<file path="src/rtl/iterative_alu_pkg.sv">
// -----------------------------------------------------------------------------
// iterative_alu_pkg
// Shared definitions for the iterative ALU: data and register-index types, the
// decoded ALU operation encoding, the ALU FSM state encoding and the request
// bundle a decode stage can register as a single flop group.
// -----------------------------------------------------------------------------
package iterative_alu_pkg;

  typedef logic [31:0] t_data;
  typedef logic [4:0]  t_register_index;
  typedef logic [4:0]  t_shift_amount;

  // Encodings not listed here are treated exactly like ALU_OP_INVALID.
  typedef enum logic [3:0] {
    ALU_OP_ADD               = 4'd0,
    ALU_OP_SUB               = 4'd1,
    ALU_OP_XOR               = 4'd2,
    ALU_OP_OR                = 4'd3,
    ALU_OP_AND               = 4'd4,
    ALU_OP_SHIFT_LEFT        = 4'd5,
    ALU_OP_SHIFT_RIGHT_LOGIC = 4'd6,
    ALU_OP_SHIFT_RIGHT_ARITH = 4'd7,
    ALU_OP_INVALID           = 4'd15
  } t_alu_operation;

  typedef enum logic [1:0] {
    ALU_STATE_IDLE  = 2'd0,
    ALU_STATE_SHIFT = 2'd1,
    ALU_STATE_DONE  = 2'd2
  } t_alu_state;

  typedef struct packed {
    t_alu_operation  op;
    t_data           a;
    t_data           b;
    t_register_index rd;
  } t_alu_request;

  function automatic logic is_shift_op(input t_alu_operation op);
    return (op == ALU_OP_SHIFT_LEFT) ||
           (op == ALU_OP_SHIFT_RIGHT_LOGIC) ||
           (op == ALU_OP_SHIFT_RIGHT_ARITH);
  endfunction

endpackage

</file>
<file path="src/rtl/alu_shift_step.sv">
// -----------------------------------------------------------------------------
// alu_shift_step
// One iteration of the iterative shifter. Shifts 'value' by 'amount' bits,
// where 'amount' is at most MAX_STEP. Only the constant shifts 1..MAX_STEP are
// built and selected by a mux, so no full 32-bit barrel shifter is inferred.
//
// Ports:
//   value  in   operand being shifted
//   amount in   bits to shift this cycle (0..MAX_STEP; 0 passes value through)
//   left   in   1 = shift left (zero fill), 0 = shift right
//   arith  in   right shifts only: 1 = replicate bit 31, 0 = zero fill
//   result out  shifted value
// -----------------------------------------------------------------------------
module alu_shift_step
  import iterative_alu_pkg::*;
#(
  parameter int MAX_STEP = 1
) (
  input  t_data         value,
  input  t_shift_amount amount,
  input  logic          left,
  input  logic          arith,
  output t_data         result
);

  always_comb begin
    result = value;
    for (int k = 1; k <= MAX_STEP; k++) begin
      if (amount == t_shift_amount'(k)) begin
        if (left) begin
          result = value << k;
        end else if (arith) begin
          result = t_data'($signed(value) >>> k);
        end else begin
          result = value >> k;
        end
      end
    end
  end

endmodule

</file>
<file path="src/rtl/iterative_alu.sv">
// -----------------------------------------------------------------------------
// iterative_alu
// Multi-cycle execute unit. Takes one decoded ALU request per handshake,
// computes add/sub/logic ops in a single step and shifts iteratively,
// SHIFT_STEP bits per cycle, then presents result, destination tag, zero flag
// and illegal flag on a response handshake.
//
// Handshakes: a transfer happens on a rising edge where valid && ready. The
// producer holds its payload stable while valid is high and not yet accepted.
// req_* inputs are sampled only on the accepting edge; rsp_* outputs are held
// stable while rsp_valid is high until the consumer takes them.
//
// Ports:
//   clk, rst_n           clock, asynchronous active-low reset
//   req_valid/req_ready  request handshake
//   req_op/a/b/rd        operation, operands (b[4:0] = shift amount), dest tag
//   rsp_valid/rsp_ready  response handshake
//   rsp_result/rd        result and its destination tag
//   rsp_zero             rsp_result == 0
//   rsp_illegal          request op was invalid/unlisted
//   busy                 unit is not idle
//   dbg_state            current FSM state
// -----------------------------------------------------------------------------
module iterative_alu
  import iterative_alu_pkg::*;
#(
  parameter int SHIFT_STEP = 1
) (
  input  logic            clk,
  input  logic            rst_n,
  input  logic            req_valid,
  output logic            req_ready,
  input  t_alu_operation  req_op,
  input  t_data           req_a,
  input  t_data           req_b,
  input  t_register_index req_rd,
  output logic            rsp_valid,
  input  logic            rsp_ready,
  output t_data           rsp_result,
  output t_register_index rsp_rd,
  output logic            rsp_zero,
  output logic            rsp_illegal,
  output logic            busy,
  output t_alu_state      dbg_state
);

  localparam t_shift_amount STEP_AMT = t_shift_amount'(SHIFT_STEP);

  t_alu_state      state_q, state_d;
  t_shift_amount   count_q, count_d;
  t_data           work_q, work_d;
  logic            left_q, left_d;
  logic            arith_q, arith_d;
  t_data           result_q, result_d;
  t_register_index rd_q, rd_d;
  logic            illegal_q, illegal_d;

  t_alu_request    req;
  t_shift_amount   shamt;
  t_shift_amount   step_amt;
  t_shift_amount   count_next;
  t_data           shift_out;

  assign req   = '{op: req_op, a: req_a, b: req_b, rd: req_rd};
  assign shamt = req.b[4:0];

  // Never shift past the remaining count on the last iteration.
  assign step_amt   = (count_q < STEP_AMT) ? count_q : STEP_AMT;
  assign count_next = count_q - step_amt;

  alu_shift_step #(
    .MAX_STEP (SHIFT_STEP)
  ) u_shift_step (
    .value  (work_q),
    .amount (step_amt),
    .left   (left_q),
    .arith  (arith_q),
    .result (shift_out)
  );

  always_ff @(posedge clk or negedge rst_n) begin
    if (!rst_n) begin
      state_q   <= ALU_STATE_IDLE;
      count_q   <= '0;
      work_q    <= '0;
      left_q    <= 1'b0;
      arith_q   <= 1'b0;
      result_q  <= '0;
      rd_q      <= '0;
      illegal_q <= 1'b0;
    end else begin
      state_q   <= state_d;
      count_q   <= count_d;
      work_q    <= work_d;
      left_q    <= left_d;
      arith_q   <= arith_d;
      result_q  <= result_d;
      rd_q      <= rd_d;
      illegal_q <= illegal_d;
    end
  end

  always_comb begin
    state_d   = state_q;
    count_d   = count_q;
    work_d    = work_q;
    left_d    = left_q;
    arith_d   = arith_q;
    result_d  = result_q;
    rd_d      = rd_q;
    illegal_d = illegal_q;
    req_ready = 1'b0;
    rsp_valid = 1'b0;

    case (state_q)
      ALU_STATE_IDLE: begin
        req_ready = 1'b1;
        if (req_valid) begin
          rd_d      = req.rd;
          illegal_d = 1'b0;
          state_d   = ALU_STATE_DONE;
          case (req.op)
            ALU_OP_ADD: result_d = req.a + req.b;
            ALU_OP_SUB: result_d = req.a - req.b;
            ALU_OP_XOR: result_d = req.a ^ req.b;
            ALU_OP_OR:  result_d = req.a | req.b;
            ALU_OP_AND: result_d = req.a & req.b;
            ALU_OP_SHIFT_LEFT,
            ALU_OP_SHIFT_RIGHT_LOGIC,
            ALU_OP_SHIFT_RIGHT_ARITH: begin
              if (shamt == '0) begin
                result_d = req.a;
              end else begin
                work_d  = req.a;
                count_d = shamt;
                left_d  = (req.op == ALU_OP_SHIFT_LEFT);
                arith_d = (req.op == ALU_OP_SHIFT_RIGHT_ARITH);
                state_d = ALU_STATE_SHIFT;
              end
            end
            default: begin
              result_d  = '0;
              illegal_d = 1'b1;
            end
          endcase
        end
      end

      ALU_STATE_SHIFT: begin
        work_d  = shift_out;
        count_d = count_next;
        if (count_next == '0) begin
          result_d = shift_out;
          state_d  = ALU_STATE_DONE;
        end
      end

      ALU_STATE_DONE: begin
        rsp_valid = 1'b1;
        if (rsp_ready) begin
          state_d = ALU_STATE_IDLE;
        end
      end

      default: begin
        state_d = ALU_STATE_IDLE;
      end
    endcase
  end

  assign rsp_result  = result_q;
  assign rsp_rd      = rd_q;
  assign rsp_illegal = illegal_q;
  assign rsp_zero    = (result_q == '0);
  assign busy        = (state_q != ALU_STATE_IDLE);
  assign dbg_state   = state_q;

endmodule

</file>
<file path="config.mk">
export PLATFORM = sky130hd
export DESIGN_NAME = iterative_alu
export DESIGN_NICKNAME = d
export VERILOG_FILES = /design/src/rtl/iterative_alu_pkg.sv /design/src/rtl/alu_shift_step.sv /design/src/rtl/iterative_alu.sv
export SDC_FILE = /design/constraint.sdc
export NUM_CORES = 1
export LEC_CHECK = 0
export ABC_AREA = 0
export BUFFER_PORTS_ARGS = -buffer_cell sky130_fd_sc_hd__buf_2
export CORE_MARGIN = 2
export CORE_UTILIZATION = 55
export DETAILED_ROUTE_END_ITERATION = 6
export MAX_ROUTING_LAYER = met4
export PLACE_DENSITY = 0.77
export SKIP_LAST_GASP = 1
export SLEW_MARGIN = 20
export SYNTH_ARGS = -nofsm -noshare
export SYNTH_HDL_FRONTEND = slang
export SYNTH_SLANG_ARGS = --single-unit
</file>
<file path="constraint.sdc">
create_clock -name clk -period 4.3 [get_ports clk]
set_input_delay 0.43 -clock clk [delete_from_list [all_inputs] [get_ports clk]]
set_output_delay 0.43 -clock clk [all_outputs]
set_load 0.1 [all_outputs]
</file>
==> flow_summary.yaml, run 1 <==
logic_synthesis:
  synth.top_cell.area_share: 0.2286
  netlist_instances: 1098
  synth_edf_count: 0
  synth.avg_cell_area_sq_um: 7.878
  synthTopCellsByArea: "dfrtp_1 23%, ha_1 14%, mux2i_1 7.4%"
  synth_ff_type: "dfrtp_1"
  ys_types: 67
  synthArstFlopShare: 1.000
  synth-seq-area-share: 0.2286
  synth-seq-cells: 79
  synth_top_area_cell: "dfrtp_1"
  syn_nets: 1274
  synth_warnings: 0
  netlist_area_sq_um: 8650
timing:
  tns_ns: 0
  fin_worst_skew_ns: 0.007015
  setup_viol: 0
  slew_violations: 0
  clock.fmax_ghz: 0.2635
  timing.hold.ws_ns: 0.1093
  slew_headroom: 0.2791
  post-route-period-util: 0.8827
  fin_crit_ns: 3.795
  hold_viol: 0
  rsz0062_at_grt: "false"
  worst_pin_slew_ns: 1.081
floorplan:
  core_area_sq_um: 15260
  initial_core_util: 0.5669
  die-area_sq_um: 16750
  num_rows: 45
  ios: 121
  die_x_um: 129.4
  die_y_um: 129.4
finish:
  drive_above_1_share: 0.1588
  multiInputGateArea_sq_um: 6171
  syn_to_final_growth_pct: 13.35
  fill_cells: 1328
  finalNetCount: 1361
  regArea_sq_um: 1977
global_routing:
  antenna_found_initial: 2
  grt_max_degree: 80
  grt_pass1_vias: 7730
  grt_first_pass_wirelength_um: 41690
  track_usage: 0.3275
  grt-ovfl-total: 0
drt:
  drt-pass1-iter-count: 5
  first_iter_violations: 966
  vias_per_cell: 6.214
  via_count: 8718
  drtAntennaViolNets: 0
  wl_per_cell_um: 18.95
  routed_wl_um: 26580
  drc: 0
power_and_ir_drop:
  swShare: 0.5763
  leakage_nw: 4.526
  p_comb_frac: 0.600
  power.net_switching_mw: 3.348
  vdd_drop_max_mv: 0.5590
  intPower_mw: 2.461
  clkPwrFrac: 0.147
  powerDensity_nw_per_um2: 592.5
  sequentialPowerShare: 0.252
flow_run:
  drv_cap: 0
hold_path:
  hold_path_class: "primary input to async pin"
setup_path:
  crit_path_max_fanout: 8
  crit_path_end_kind: "flip-flop"
  worstPathRequired_ns: 4.53
  critPathArrivalTime_ns: 4.03
  worstSetupPathType: "primary input to flip-flop"
  cp-start-kind: "primary input"
cts:
  clk_path_buf_depth: 2
  clkLatencyLatePin_ns: 0.35
  cts_setup_buffers: 0
  cts-buffers-inserted: 9
  cts_tree: "done"
  cts-root-buf: "clkbuf_16"
  clkSinkCount: 79
  clkTransAtPathRegs_ns: 0.06
  holdBufCountCts: 0
  ctsResizeCount: 0
  htree_levels: 3
placed_design:
  portBuffers: 120
  gp_congestion: 0.9934
  dp.final_hpwl_um: 20080
outcome:
  status: "finished clean"
critical path: stages:
cell	delay, ns
buf_2	0.12
nor4_2	0.42
nand4_1	0.26
nor2_1	0.21
nand2_1	0.15
o21ai_0	0.24
xnor2_1	0.15
ha_1	0.35
a21oi_1	0.25
o21ai_0	0.12
a41oi_1	0.26
o21a_1	0.16
o41ai_2	0.07
xnor2_1	0.14
a221oi_1	0.32
o21bai_1	0.10
mux2_2	0.27
logic make-up (layout without fill, tap and decap cells):
group | Yosys count | after routing | synth area share
AO/OA/AOI/OAI | 382 | 382 | 0.2783
buffers and inverters | 140 | 232 | 0.06249
adder cells (fa/ha/maj) | 99 | 99 | 0.1441
multiplexers | 71 | 71 | 0.08318
XOR/XNOR | 56 | 56 | 0.05757
flip-flops | 79 | 79 | 0.2286
other | 0 | 2 | 0
AND/OR/NAND/NOR | 271 | 271 | 0.1458
cell usage in the layout (no fill, tap or decap), types with 11 or more instances in the layout:
cell type | Yosys | layout
mux2i_1 | 64 | 64
o22ai_1 | 29 | 29
a211oi_1 | 33 | 33
a21oi_1 | 117 | 117
nand2b_1 | 17 | 16
nor4_1 | 12 | 11
nand2_1 | 102 | 102
xor2_1 | 12 | 12
inv_1 | 75 | 75
buf_2 | 11 | 119
dfrtp_1 | 79 | 79
ha_1 | 98 | 98
nor3_1 | 12 | 12
o21ai_1 | 45 | 45
o21ai_0 | 63 | 63
nor2_1 | 79 | 78
buf_4 | 0 | 20
o21bai_1 | 11 | 11
a21o_1 | 13 | 13
xnor2_1 | 43 | 43
power by group through the flow:
stage	combinational (mW)	clock, mW	sequential [mW]
2_1_floorplan	1.52	0	2.64
3_3_place_gp	3.42	0	1.45
3_5_place_dp	3.45	0	1.46
4_1_cts	3.46	0.861	1.45
5_1_grt	3.73	0.895	1.50
6_report	3.49	0.856	1.46
synthesized netlist by cell type, drive strengths merged, types with 8 or more instances:
cell,n
nor2,79
buf,15
nand2,102
mux2i,64
nand2b,17
o22ai,29
nand4,8
nor2b,9
ha,98
a2111oi,8
a21o,13
o21bai,11
xnor2,44
inv,75
nor3,13
clkbuf,50
o21ai,108
nor4,14
dfrtp,79
xor2,12
o41ai,8
a211oi,36
nand3,9
a21oi,119
flip-flops by register name, indices dropped and copies added (netlist names):
| name | flops |
|---|---|
| rsp_result | 32 |
| count_q | 5 |
| left_q | 1 |
| dbg_state | 2 |
| arith_q | 1 |
| rsp_illegal | 1 |
| work_q | 32 |
| rsp_rd | 5 |
through the flow:
step / worst slack, ns / utilization / power [mW] / instance area, sq um / std cells
after global placement: 0.2977 / 0.6203 / 4.872 / 9464 / 1385
after floorplan: 0.4079 / - / 4.162 / 8650 / 1098
after global routing: 0.2168 / 0.6426 / 6.125 / 9804 / 1403
after CTS: 0.5933 / 0.6418 / 5.772 / 9793 / 1401
after detailed placement: 0.2409 / 0.6203 / 4.912 / 9464 / 1385
final: 0.5046 / 0.6426 / 5.809 / 9804 / 1403
worst paths after layout:
check / start / endpoint / slack (ns) / cells past startpoint
worst max-delay path: req_b[13] / rsp_result[25]$_DFFE_PN0P_ / 0.50 / 17
worst min-delay path: rst_n / rsp_result[8]$_DFFE_PN0P_ / 0.11 / 1
worst max register to register: count_q[1]$_DFFE_PN0P_ / rsp_result[24]$_DFFE_PN0P_ / 0.95 / 11
worst min register to register: arith_q$_DFFE_PN0P_ / arith_q$_DFFE_PN0P_ / 0.47 / 2
max in group asynchronous: rst_n / rsp_result[21]$_DFFE_PN0P_ / 3.66 / 1
min in group clk: rsp_ready / dbg_state[1]$_DFFE_PN0P_ / 0.28 / 2
layout make-up:
type | count | share of cell area
diodes | 2 | 0.0005105
clock buffers | 9 | 0.02297
clock inverters | 7 | 0.01059
inverters | 75 | 0.02871
multi-input cells | 879 | 0.6294
flip-flops and latches | 79 | 0.2016
well taps | 211 | 0.02693
repair buffers | 141 | 0.07925
per-layer routing:
metal | part of all wire | global-route usage | vias up
met3 | 0.11 | 0.07225 | 54
met1 | 0.45 | 0.4735 | 4036
met2 | 0.42 | 0.4656 | 484
met4 | 0.021 | 0.07609 | 0
li1 | - | - | 4144
met5 | 0 | - | -
(Power assumes the default switching activity.)
==> run 2: changes to the inputs <==
--- a/config.mk
+++ b/config.mk
@@ -6,7 +6,7 @@
 export NUM_CORES = 1
 export LEC_CHECK = 0
 export ABC_AREA = 0
-export BUFFER_PORTS_ARGS = -buffer_cell sky130_fd_sc_hd__buf_2
+export BUFFER_PORTS_ARGS = -buffer_cell sky130_fd_sc_hd__buf_4
 export CORE_MARGIN = 2
 export CORE_UTILIZATION = 55
 export DETAILED_ROUTE_END_ITERATION = 6
==> flow_summary.yaml, run 2 (synthesis results as in run 1) <==
timing:
  clock.fmax_ghz: 0.2632
  post-route-period-util: 0.8835
  hold_viol: 0
  slew_headroom: 0.4576
  slew_violations: 0
  setup_viol: 0
  rsz0062_at_grt: "false"
  fin_worst_skew_ns: 0.006371
  tns_ns: 0
  worst_pin_slew_ns: 0.8087
  fin_crit_ns: 3.799
setup_path:
  timing.critical_path.cells: "buf_4, nor4_1, and3_1, nand2_1, o41ai_1, xnor2_1, ha_1, a21oi_1, o21ai_0, a21oi_1, nor2b_1, o41ai_1, or3_1, o211ai_1, a21oi_1, a21oi_1"
  crit_path_end_kind: "flip-flop"
  slowest_delay_ns: 0.43
  crit_path_max_fanout: 6
  critPathSlowestCell: "nor4_1"
  cp-start-kind: "primary input"
  r2r_cells: 10
  worstSetupPathType: "primary input to flip-flop"
  critPathArrivalTime_ns: 4.00
  worstPathRequired_ns: 4.50
  critPathMostFrequentCell: "a21oi_1"
finish:
  antenna_cells: 0
  final_util: 0.6604
  stdcell_area_sq_um: 10080
  final_cell_mix: "141 x buf_4, 117 x a21oi_1, 102 x nand2_1, 98 x ha_1, 79 x dfrtp_1"
  fill_cells: 1346
  syn_to_final_growth_pct: 16.49
  final_common_cell: "buf_4"
  drive_above_1_share: 0.1580
  finalNetCount: 1362
cts:
  holdBufCountCts: 0
  ctsResizeCount: 0
  cts-buffers-inserted: 9
  htree_levels: 3
  clkLatencyLatePin_ns: 0.34
  cts_tree: "done"
  clkTransAtPathRegs_ns: 0.06
  clkSinkCount: 79
  clk_path_buf_depth: 2
  cts_setup_buffers: 0
  cts-root-buf: "clkbuf_16"
placed_design:
  portBuffers: 120
  gp_congestion: 1.031
  dp.final_hpwl_um: 20390
  placed_cell_area_sq_um: 9757
global_routing:
  grt_pass1_vias: 7965
  antenna_found_initial: 0
  grt_max_degree: 80
  grt_first_pass_wirelength_um: 42610
  grt-ovfl-total: 0
  track_usage: 0.3351
power_and_ir_drop:
  swShare: 0.5624
  vdd_drop_max_mv: 0.5039
  sequentialPowerShare: 0.249
  intPower_mw: 2.595
  power.net_switching_mw: 3.335
  leakage_nw: 4.609
  p_comb_frac: 0.612
  finalPower_mw: 5.930
  powerDensity_nw_per_um2: 588.5
  clkPwrFrac: 0.139
drt:
  routed_wl_um: 27070
  drt-pass1-iter-count: 5
  drtAntennaViolNets: 0
  drc: 0
  vias_per_cell: 6.225
  first_iter_violations: 939
  wl_per_cell_um: 19.32
  via_count: 8721
floorplan:
  initial_core_util: 0.5669
  die_x_um: 129.4
  ios: 121
  num_rows: 45
  die_y_um: 129.4
  core_area_sq_um: 15260
  die-area_sq_um: 16750
hold_path:
  hold_path_class: "primary input to async pin"
flow_run:
  drv_cap: 0
outcome:
  status: "finished clean"
[run 2: cell count changes in the layout (fill, tap and decap cells not counted)]
| cell | change |
|---|---|
| buf_12 | -1 |
| buf_2 | -119 |
| buf_4 | +121 |
| clkbuf_1 | +1 |
| clkbuf_8 | +1 |
| clkinv_2 | +2 |
| clkinvlp_4 | -2 |
| diode_2 | -2 |
| inv_6 | -2 |
| inv_8 | -1 |
[run 2: power by group through the flow]
stage	Clock (mW)	Combinational [mW]	Sequential, mW
finish	0.825	3.63	1.48
global route	0.858	3.87	1.52
CTS	0.832	3.61	1.46
detailed placement	0	3.59	1.47
global placement	0	3.55	1.46
floorplan	0	1.52	2.64
[run 2: layout make-up]
class / count / area [sq um] / area share
Tap cell: 211 / 264.0 / 0.02620
Inverter: 75 / 281.5 / 0.02794
Clock buffer: 11 / 242.7 / 0.02409
Timing Repair Buffer: 142 / 1070 / 0.1062
Sequential cell: 79 / 1977 / 0.1962
Multi-Input combinational cell: 879 / 6171 / 0.6124
Clock inverter: 4 / 70.07 / 0.006954
[run 2: final timing paths]
path | from | to | slack [ns]
setup / recovery | req_b[9] | rsp_result[29]$_DFFE_PN0P_ | 0.50
hold / removal | rst_n | work_q[6]$_DFFE_PN0P_ | 0.12
setup reg to reg | count_q[3]$_DFFE_PN0P_ | rsp_result[22]$_DFFE_PN0P_ | 1.03
hold reg to reg | arith_q$_DFFE_PN0P_ | arith_q$_DFFE_PN0P_ | 0.48
max in group asynchronous | rst_n | rsp_rd[4]$_DFFE_PN0P_ | 3.65
min in group clk | rsp_ready | dbg_state[1]$_DFFE_PN0P_ | 0.31
[run 2: per-layer routing]
metal | vias up | share of wire | global-route usage
li1 | 4143 | - | -
met1 | 4117 | 0.46 | 0.4877
met2 | 425 | 0.44 | 0.4889
met3 | 36 | 0.090 | 0.05450
met4 | 0 | 0.014 | 0.07481
met5 | - | 0 | -
[run 2: worst max-delay path: cells and delay by family]
family                   cells  cell delay (ns)
AO/OA/AOI/OAI                8             1.72
AND/OR/NAND/NOR              5             1.24
adder cells (fa/ha/maj)      1             0.37
buffers and inverters        1             0.12
XOR/XNOR                     1             0.11
[run 2: stage by stage]
step	instances	setup WS [ns]	hold slack, ns
4_1_cts	1401	0.6048	0.2990
3_5_place_dp	1386	0.2501	0.4663
6_report	1401	0.5011	0.1229
5_1_grt	1401	0.09478	0.1838
2_1_floorplan	1098	0.4079	0.1344
3_3_place_gp	1386	0.2873	0.4689
